===== config.mk =====
export PLATFORM = sky130hd
export DESIGN_NAME = pl_hazard_ctrl
export DESIGN_NICKNAME = d
export VERILOG_FILES = /design/src/rtl/pl_pkg.sv /design/src/rtl/pl_sat_counter.sv /design/src/rtl/pl_hazard_ctrl.sv
export SDC_FILE = /design/constraint.sdc
export NUM_CORES = 1
export LEC_CHECK = 0
export ABC_AREA = 1
export BUFFER_PORTS_ARGS = -buffer_cell sky130_fd_sc_hd__buf_2
export CAP_MARGIN = 20
export CORE_ASPECT_RATIO = 2
export CORE_UTILIZATION = 55
export DETAILED_ROUTE_END_ITERATION = 10
export HOLD_SLACK_MARGIN = 0.06
export PLACE_DENSITY = 0.88
export REMOVE_ABC_BUFFERS = 1
export SLEW_MARGIN = 5
export SYNTH_ARGS = -nofsm -noshare
export SYNTH_HDL_FRONTEND = slang
export SYNTH_SLANG_ARGS = --single-unit

===== constraint.sdc =====
create_clock -name clk -period 3.6 [get_ports clk]
set_input_delay 0.36 -clock clk [delete_from_list [all_inputs] [get_ports clk]]
set_output_delay 0.36 -clock clk [all_outputs]
set_load 0.02 [all_outputs]

===== src/rtl/pl_pkg.sv =====
// Shared encodings for the pipeline hazard controller: result-select and
// forwarding-select codes, the mul/div hold FSM state type, and the
// forwarding-select helper used for both ALU operands.
package pl_pkg;

  // Result-select codes carried in ResultSrcE
  localparam logic [1:0] RES_ALU = 2'b00;
  localparam logic [1:0] RES_MEM = 2'b01;
  localparam logic [1:0] RES_PC4 = 2'b10;

  // ALU operand forwarding selects
  localparam logic [1:0] FWD_RF = 2'b00;
  localparam logic [1:0] FWD_W  = 2'b01;
  localparam logic [1:0] FWD_M  = 2'b10;

  // Multi-cycle mul/div hold FSM
  typedef enum logic {
    ST_IDLE = 1'b0,
    ST_BUSY = 1'b1
  } pl_state_e;

  // The younger producer (M) shadows the older one (W); x0 is never forwarded.
  function automatic logic [1:0] fwd_sel(input logic [4:0] rs,
                                         input logic [4:0] rd_m,
                                         input logic       we_m,
                                         input logic [4:0] rd_w,
                                         input logic       we_w);
    logic [1:0] sel;
    sel = FWD_RF;
    if (we_m && (rd_m != 5'd0) && (rd_m == rs)) begin
      sel = FWD_M;
    end else if (we_w && (rd_w != 5'd0) && (rd_w == rs)) begin
      sel = FWD_W;
    end
    return sel;
  endfunction

endpackage


===== src/rtl/pl_sat_counter.sv =====
// Saturating up-counter: counts cycles with inc high and sticks at all-ones.
module pl_sat_counter #(
  parameter int W = 32
) (
  input  logic         clk,
  input  logic         rst_n,
  input  logic         inc,
  output logic [W-1:0] cnt
);

  logic [W-1:0] cnt_q;
  logic [W-1:0] cnt_d;

  // Next count: advance only while below the all-ones ceiling
  always_comb begin
    cnt_d = cnt_q;
    if (inc && (cnt_q != {W{1'b1}})) begin
      cnt_d = cnt_q + {{(W-1){1'b0}}, 1'b1};
    end
  end

  // Count register, cleared by synchronous reset
  always_ff @(posedge clk) begin
    if (!rst_n) begin
      cnt_q <= '0;
    end else begin
      cnt_q <= cnt_d;
    end
  end

  assign cnt = cnt_q;

endmodule


===== src/rtl/pl_hazard_ctrl.sv =====
// Pipeline hazard controller: EX-stage forwarding selects, load-use stalls,
// branch/jump flushes, multi-cycle mul/div holds and stall/flush counters.
//
// Mul/div handshake: MdStartE marks a valid mul/div op sitting in E; MdDoneE
// marks its result valid in the current cycle. The pipeline is held from the
// start cycle up to, but not including, the done cycle. A start accompanied by
// done in the same cycle completes without any hold. MdStartE is ignored while
// an op is already in flight.
module pl_hazard_ctrl
  import pl_pkg::*;
#(
  parameter int CNT_W = 32
) (
  input  logic             clk,
  input  logic             rst_n,
  input  logic [4:0]       Rs1D,
  input  logic [4:0]       Rs2D,
  input  logic [4:0]       Rs1E,
  input  logic [4:0]       Rs2E,
  input  logic [4:0]       RdE,
  input  logic [1:0]       ResultSrcE,
  input  logic             PCSrcE,
  input  logic [4:0]       RdM,
  input  logic             RegWriteM,
  input  logic [4:0]       RdW,
  input  logic             RegWriteW,
  input  logic             MdStartE,
  input  logic             MdDoneE,
  output logic [1:0]       ForwardAE,
  output logic [1:0]       ForwardBE,
  output logic             StallF,
  output logic             StallD,
  output logic             StallE,
  output logic             FlushD,
  output logic             FlushE,
  output logic             FlushM,
  output logic [CNT_W-1:0] StallCnt,
  output logic [CNT_W-1:0] FlushCnt,
  output pl_state_e        state_dbg_o
);

  pl_state_e state_q;
  pl_state_e state_d;
  logic      lw_stall;
  logic      md_hold;

  // Hazard detection and control outputs; reset forces bubbles everywhere
  always_comb begin
    lw_stall = (ResultSrcE == RES_MEM) && (RdE != 5'd0) &&
               ((RdE == Rs1D) || (RdE == Rs2D));
    md_hold  = ((state_q == ST_IDLE) && MdStartE && !MdDoneE) ||
               ((state_q == ST_BUSY) && !MdDoneE);
    ForwardAE = FWD_RF;
    ForwardBE = FWD_RF;
    StallF    = 1'b0;
    StallD    = 1'b0;
    StallE    = 1'b0;
    FlushD    = 1'b1;
    FlushE    = 1'b1;
    FlushM    = 1'b1;
    if (rst_n) begin
      ForwardAE = fwd_sel(Rs1E, RdM, RegWriteM, RdW, RegWriteW);
      ForwardBE = fwd_sel(Rs2E, RdM, RegWriteM, RdW, RegWriteW);
      // A taken branch squashes the load consumer, so no stall is needed;
      // a mul/div hold freezes everything and overrides both.
      StallF    = md_hold | (lw_stall & ~PCSrcE);
      StallD    = md_hold | (lw_stall & ~PCSrcE);
      StallE    = md_hold;
      FlushM    = md_hold;
      FlushD    = PCSrcE & ~md_hold;
      FlushE    = (lw_stall | PCSrcE) & ~md_hold;
    end
  end

  // Mul/div FSM next state
  always_comb begin
    state_d = state_q;
    case (state_q)
      ST_IDLE: if (MdStartE && !MdDoneE) state_d = ST_BUSY;
      ST_BUSY: if (MdDoneE)              state_d = ST_IDLE;
      default:                           state_d = ST_IDLE;
    endcase
  end

  // Mul/div FSM state register; reset abandons any op in flight
  always_ff @(posedge clk) begin
    if (!rst_n) begin
      state_q <= ST_IDLE;
    end else begin
      state_q <= state_d;
    end
  end

  assign state_dbg_o = state_q;

  pl_sat_counter #(.W(CNT_W)) u_stall_cnt (
    .clk   (clk),
    .rst_n (rst_n),
    .inc   (StallD),
    .cnt   (StallCnt)
  );

  pl_sat_counter #(.W(CNT_W)) u_flush_cnt (
    .clk   (clk),
    .rst_n (rst_n),
    .inc   (FlushD),
    .cnt   (FlushCnt)
  );

endmodule


==> results of run 1 <==
cell type report:
type | instances | area [um^2]
sequential | 65 | 1301
clock inverter | 3 | 40.04
clock buffer | 12 | 256.5
timing repair buffer | 121 | 613.1
fill | 727 | 2549
inverter | 60 | 225.2
multi-input combinational | 588 | 2895
tap | 96 | 120.1
worst max path at each step:
stage and endpoint:
2_1_floorplan u_flush_cnt.cnt[2], 3_3_place_gp u_stall_cnt.cnt[2], 3_5_place_dp u_stall_cnt.cnt[3], 4_1_cts u_stall_cnt.cnt[7], 5_1_grt StallD, 6_report u_stall_cnt.cnt[3]
critical path, cell delays in order, from the launching register on:
cell,delay [ps]
dfxtp_1,480
inv_1,170
nor3_1,410
and2_1,230
nand3_2,340
nand2_2,520
nand2_1,110
a21oi_1,160
power by group through the flow:
| stage | Sequential, mW | Clock, mW | Combinational, mW |
|---|---|---|---|
| 2_1_floorplan | 0.751 | 0 | 0.0858 |
| 3_3_place_gp | 0.745 | 0 | 0.157 |
| 3_5_place_dp | 0.746 | 0 | 0.164 |
| 4_1_cts | 0.730 | 0.886 | 0.165 |
| 5_1_grt | 0.731 | 0.922 | 0.181 |
| 6_report | 0.730 | 0.872 | 0.168 |
kinds of logic (layout without fill, tap and decap cells):
family / after synthesis / after routing / share of synthesized area, %
simple gates: 459 / 459 / 44.36
fa+ha+maj: 2 / 2 / 0.5465
flops: 65 / 65 / 28.42
xor+xnor: 49 / 49 / 9.374
compound gates: 78 / 78 / 8.964
buf+inv: 83 / 196 / 8.335
registers in the layout (all words and copies together) (netlist names):
name / flops
u_stall_cnt.cnt: 32
u_flush_cnt.cnt: 32
state_dbg_o: 1
per-layer routing:
| layer | global-route usage [%] | up-vias |
|---|---|---|
| met5 | 0 | - |
| met4 | 27.16 | 0 |
| met3 | 8.420 | 77 |
| met2 | 64.65 | 252 |
| met1 | 32.09 | 2471 |
| li1 | - | 2578 |
stage by stage:
stage	hold slack, ps	worst slack [ps]	power, mW	util (%)	instances
floorplan	480.7	1097	0.8364	-	713
global placement	476.9	1167	0.9023	64.44	930
detailed placement	491.1	1055	0.9098	64.44	930
CTS	301.6	1158	1.781	68.14	945
global route	337.7	969.2	1.834	68.14	945
finish	312.2	1096	1.770	68.14	945
layout by cell type (no fill, tap or decap), drive strengths merged, types with 2 or more instances in the layout:
master and count:
nor4 4, inv 59, and3 4, nand3 63, o21ai 9, dfxtp 65, or2 2, o21bai 2
nor3 25, a21oi 63, xnor2 20, clkinv 3, nand2 240, clkbuf 12, ha 2, buf 121
nor2 106, o22ai 2, nand4 7, nand3b 6, xor2 29
==> flow_summary.ini, run 1 <==
[outcome]
outcome = finished, final reports clean

[synth]
synth_top_area_share_pct = 28.42
syn_area_per_cell_um2 = 6.220
synth_cells = 736
synth_area_leader_cell = dfxtp_1
synth.most_common_cell = nand2_1
yosys_register_bits = 65
yosysWarnings = 0
synthTopCellsByCount = 229 x nand2_1, 98 x nor2_1, 65 x dfxtp_1
synthesis.area_um2 = 4578
dominantRegCellSynth = dfxtp_1
synth_area_leaders = dfxtp_1 28%, nand2_1 19%, nor2_1 8.0%, a21oi_1 6.7%, nand3_1 6.4%
synthArstFlopShare_pct = 0
ys_seq_area_share_pct = 28.42
synth-edff-count = 0
synth_cell_types = 36

[cts]
clk_pin_slew_ps = 50
cts_tree = yes
ctsResizeCount = 0
clk_latency_ps = 330
cts.sinks = 65
postCtsHoldBufs = 0
cts_buffer_depth = 2
h-tree-depth = 3
ctsRootBufferMaster = clkbuf_16
postCtsSetupRepairBufs = 0
numCtsBuffers = 9

[layout]
diodes = 0
layout-drive-gt1-share_pct = 20.38
area_growth_pct = 19.08
stdcell_area_um2 = 5451
num-nets-final = 891

[power]
switching_share_pct = 23.85
power.density_nw_per_um2 = 324.7
power_frac_comb_pct = 9.5
max-vdd-ir-drop_mv = 0.2242
power_frac_seq_pct = 41.3
p_leak_nw = 2.385
p_sw_uw = 422.2
p_int_mw = 1.348
clkPwrFrac_pct = 49.2

[worst_setup_path]
reg2reg_depth = 7
setup.worst_path.start = u_stall_cnt.cnt[18]
end_kind = register
crit_type = reg -> reg
crit_arrival_ps = 2750
critPathLaunchType = register
ff2ff_setup_slack_ps = 1100
r2r-start = u_stall_cnt.cnt[18]
worstReg2RegEnd = u_stall_cnt.cnt[3]
crit_path_max_fanout = 23
required_ps = 3850

[drt]
routed_wl_mm = 14.69
wl_met1_mm = 5.065
drc_errors = 0
dr_wl_met2_mm = 7.847
drt-vias-per-instance = 5.691
highest_layer = met4
dr_wl_met3_um = 831
drt_iter0_drc = 498
antenna_left = 0
drt_pass1_iterations = 6
vias = 5378
wire_per_inst_um = 15.55

[timing]
worst_slew_pin_slew_ps = 844.2
period_share_pct = 69.57
final_max_slew_viol_count = 0
rsz0062_at_grt = no
max-slew-margin-rel_pct = 43.52
min_period_ps = 2504
fmax_mhz = 399.3
finalSetupViolCount = 0
setup_tns_ps = 0
hold_viol = 0
fin_worst_skew_ps = 5.873

[min_path]
holdCritStartpoint = MdDoneE
hold_path_end = state_dbg_o
hp-class = in -> reg
hold_depth = 4

[placed_design]
dpl-instance-area_um2 = 5155
gp_congestion = 1.001
dp_hpwl_mm = 10.77
io_buffer_count = 118

[grt]
grt.overflow.total = 0
antenna_found_initial = 0
grt_pass1_vias = 5261
grt_start_max_net_pins = 47
grt_pass1_wl_mm = 23.34
grt_util_all_layers_pct = 35.26

[die]
design.core.area_um2 = 8000
initial_utilization_pct = 57.23
core.rowCount = 46
dieHeight_um = 131.0
chipWidth_um = 66.52
ios = 119
die-area_um2 = 8715

[job]
maxCapViolCount = 0
No activity file was read; power rests on OpenSTA's default activity.
==> run 2: changes to the inputs <==
Settings changed: ABC_AREA 1 to 0, CORE_UTILIZATION 55 to 51, PLACE_DENSITY 0.88 to 0.86.
Clock period 3.6 ns to 2.35 ns, I/O delays scaled along.
==> flow_summary.ini, run 2 <==
[cts]
numCtsBuffers = 9
cts.sinks = 65
h-tree-depth = 3
clk_pin_slew_ps = 60
clk_latency_ps = 330
cts_buffer_depth = 2
cts_tree = yes
ctsRootBufferMaster = clkbuf_16

[grt]
antenna_found_initial = 0
grt_pass1_vias = 3778
grt.overflow.total = 0
grt_util_all_layers_pct = 29.52
grt_start_max_net_pins = 57
grt_pass1_wl_mm = 16.42

[worst_setup_path]
ff2ff_setup_slack_ps = 90
reg2reg_depth = 6
cp_num_buf_inv = 0
critPathLaunchType = register
end_kind = register
crit_arrival_ps = 2520
worstReg2RegEnd = u_flush_cnt.cnt[30]
max_stage_delay_ps = 550
r2r-start = u_flush_cnt.cnt[0]
required_ps = 2610
slowest_stage = or4_4
crit_type = reg -> reg
crit_path_max_fanout = 7
critPathTopFamily = simple AND/OR/NAND/NOR gates
cp_cell_sequence = ha_1 -> nand2_1 -> or4_4 -> or4b_4 -> or3_1 -> a21oi_1

[min_path]
hold_path_end = u_stall_cnt.cnt[31]
hold_depth = 3
holdCritStartpoint = rst_n
hp-class = in -> reg

[power]
max-vdd-ir-drop_mv = 0.5951
finalPower_mw = 2.660
p_int_mw = 2.027
power_frac_seq_pct = 41.9
p_leak_nw = 1.968
p_sw_uw = 633.5
switching_share_pct = 23.81
clkPwrFrac_pct = 49.3
power_frac_comb_pct = 8.8
power.density_nw_per_um2 = 559.1

[timing]
fin_worst_skew_ps = 7.640
min_period_ps = 2258
finalSetupViolCount = 0
setup_ws_ps = 91.77
fmax_mhz = 442.8
rsz0062_at_grt = no
hold_viol = 0
final_max_slew_viol_count = 0
max-slew-margin-rel_pct = 45.98
worst_slew_pin_slew_ps = 806.5
period_share_pct = 96.09

[synth]
yosysWarnings = 0
yosys_register_bits = 65
synthArstFlopShare_pct = 0
dominantRegCellSynth = dfxtp_1
syn_area_per_cell_um2 = 8.189
synth-edff-count = 0
synth_cells = 435
ys_seq_area_share_pct = 36.53
synth_cell_types = 47
synthTopCellsByCount = 65 x dfxtp_1, 43 x nor2_1, 35 x nand2_1
synthesis.area_um2 = 3562
synth_top_area_share_pct = 36.53
synth_area_leaders = dfxtp_1 37%, xor2_1 7.1%, xnor2_1 6.4%, nand3_1 4.6%, nor2_1 4.5%
synth_area_leader_cell = dfxtp_1
synth.most_common_cell = dfxtp_1

[drt]
antenna_left = 0
drc_errors = 0
drt_iter0_drc = 231
wire_per_inst_um = 15.34
vias = 3903
drt-vias-per-instance = 5.799
drt_pass1_iterations = 4
routed_wl_mm = 10.32

[die]
dieHeight_um = 120.2
chipWidth_um = 61.10
design.core.area_um2 = 6674
die-area_um2 = 7343
initial_utilization_pct = 53.37
core.rowCount = 42
ios = 119

[placed_design]
dpl-instance-area_um2 = 4449
io_buffer_count = 118
place_ws_ps = -24.46
dp_hpwl_mm = 7.656
gp_congestion = 0.8426

[layout]
final_common_cell = buf_2
final_cell_mix = 118 x buf_2, 65 x dfxtp_1, 43 x nor2_1
nFillCells = 569
num-nets-final = 626
diodes = 0
layout-drive-gt1-share_pct = 30.43
area_growth_pct = 33.58
stdcell_area_um2 = 4758

[outcome]
outcome = finished, final reports clean

[job]
maxCapViolCount = 0
[run 2: layout make-up]
cell class                 count  area [um^2]  share of cell area, %
clock buffer                  11        232.7                  4.891
clock inverter                 5        56.30                  1.183
inverter                       8        30.03                 0.6311
multi-input combinational    346         2185                  45.91
sequential                    65         1301                  27.35
tap                           88        110.1                  2.314
timing repair buffer         150        843.3                  17.72
[run 2: what timing repair did]
action	in CTS	in global routing
setup endpoints to repair	3	3
hold endpoints to repair	0	0
pin swaps	0	1
resized for setup	1	4
setup buffers	0	0
hold buffers	0	0
[run 2: cell families (layout without fill, tap and decap cells)]
logic type | Yosys count | in the layout | synth area share (%)
XOR/XNOR | 55 | 55 | 13.52
buffers and inverters | 24 | 174 | 2.705
multiplexers | 6 | 6 | 1.686
AO/OA/AOI/OAI | 74 | 74 | 12.68
flip-flops | 65 | 65 | 36.53
AND/OR/NAND/NOR | 209 | 209 | 32.17
adder cells (fa/ha/maj) | 2 | 2 | 0.7024
[run 2: how the worst max path moves through the flow]
stage                  startpoint             endpoint  slack, ps  depth (start not counted)
2_1_floorplan               rst_n  u_stall_cnt.cnt[15]       -760                          6
3_3_place_gp   u_flush_cnt.cnt[0]  u_flush_cnt.cnt[28]         60                          6
3_5_place_dp   u_flush_cnt.cnt[0]  u_flush_cnt.cnt[30]        -20                          6
4_1_cts        u_flush_cnt.cnt[0]  u_flush_cnt.cnt[30]         50                          6
5_1_grt        u_flush_cnt.cnt[0]  u_flush_cnt.cnt[26]          5                          6
6_report       u_flush_cnt.cnt[0]  u_flush_cnt.cnt[30]         90                          6
[run 2: metrics by stage]
step                utilization (%)  hold WS [ps]  std cells  setup TNS, ps
global placement              66.67         474.9        657              0
finish                        71.30         350.8        673              0
floorplan                         -         352.7        419         -18070
CTS                           71.05         344.5        673              0
detailed placement            66.67         485.9        657         -30.84
global route                  71.30         358.9        673              0
[run 2: worst reg2reg max path: stages, from the launching register on]
cell and delay (ps):
dfxtp_1 340, ha_1 170, nand2_1 100, or4_4 550, or4b_4 550, or3_1 340
a21oi_1 150
[run 2: layer usage]
layer / GRT usage [%] / part of all wire (%) / wire [um]
met5: 0 / 0 / 0
met3: 7.166 / 5.1 / 531
met1: 27.72 / 35 / 3599
met4: 15.91 / 2.8 / 291
met2: 54.42 / 57 / 5901
[run 2: power groups by stage]
| stage | clock [mW] | sequential, mW | combinational, mW |
|---|---|---|---|
| 3_3_place_gp | 0 | 1.14 | 0.226 |
| 4_1_cts | 1.32 | 1.11 | 0.235 |
| 6_report | 1.31 | 1.11 | 0.235 |
| 3_5_place_dp | 0 | 1.14 | 0.234 |
| 5_1_grt | 1.37 | 1.11 | 0.256 |
| 2_1_floorplan | 0 | 1.15 | 0.105 |
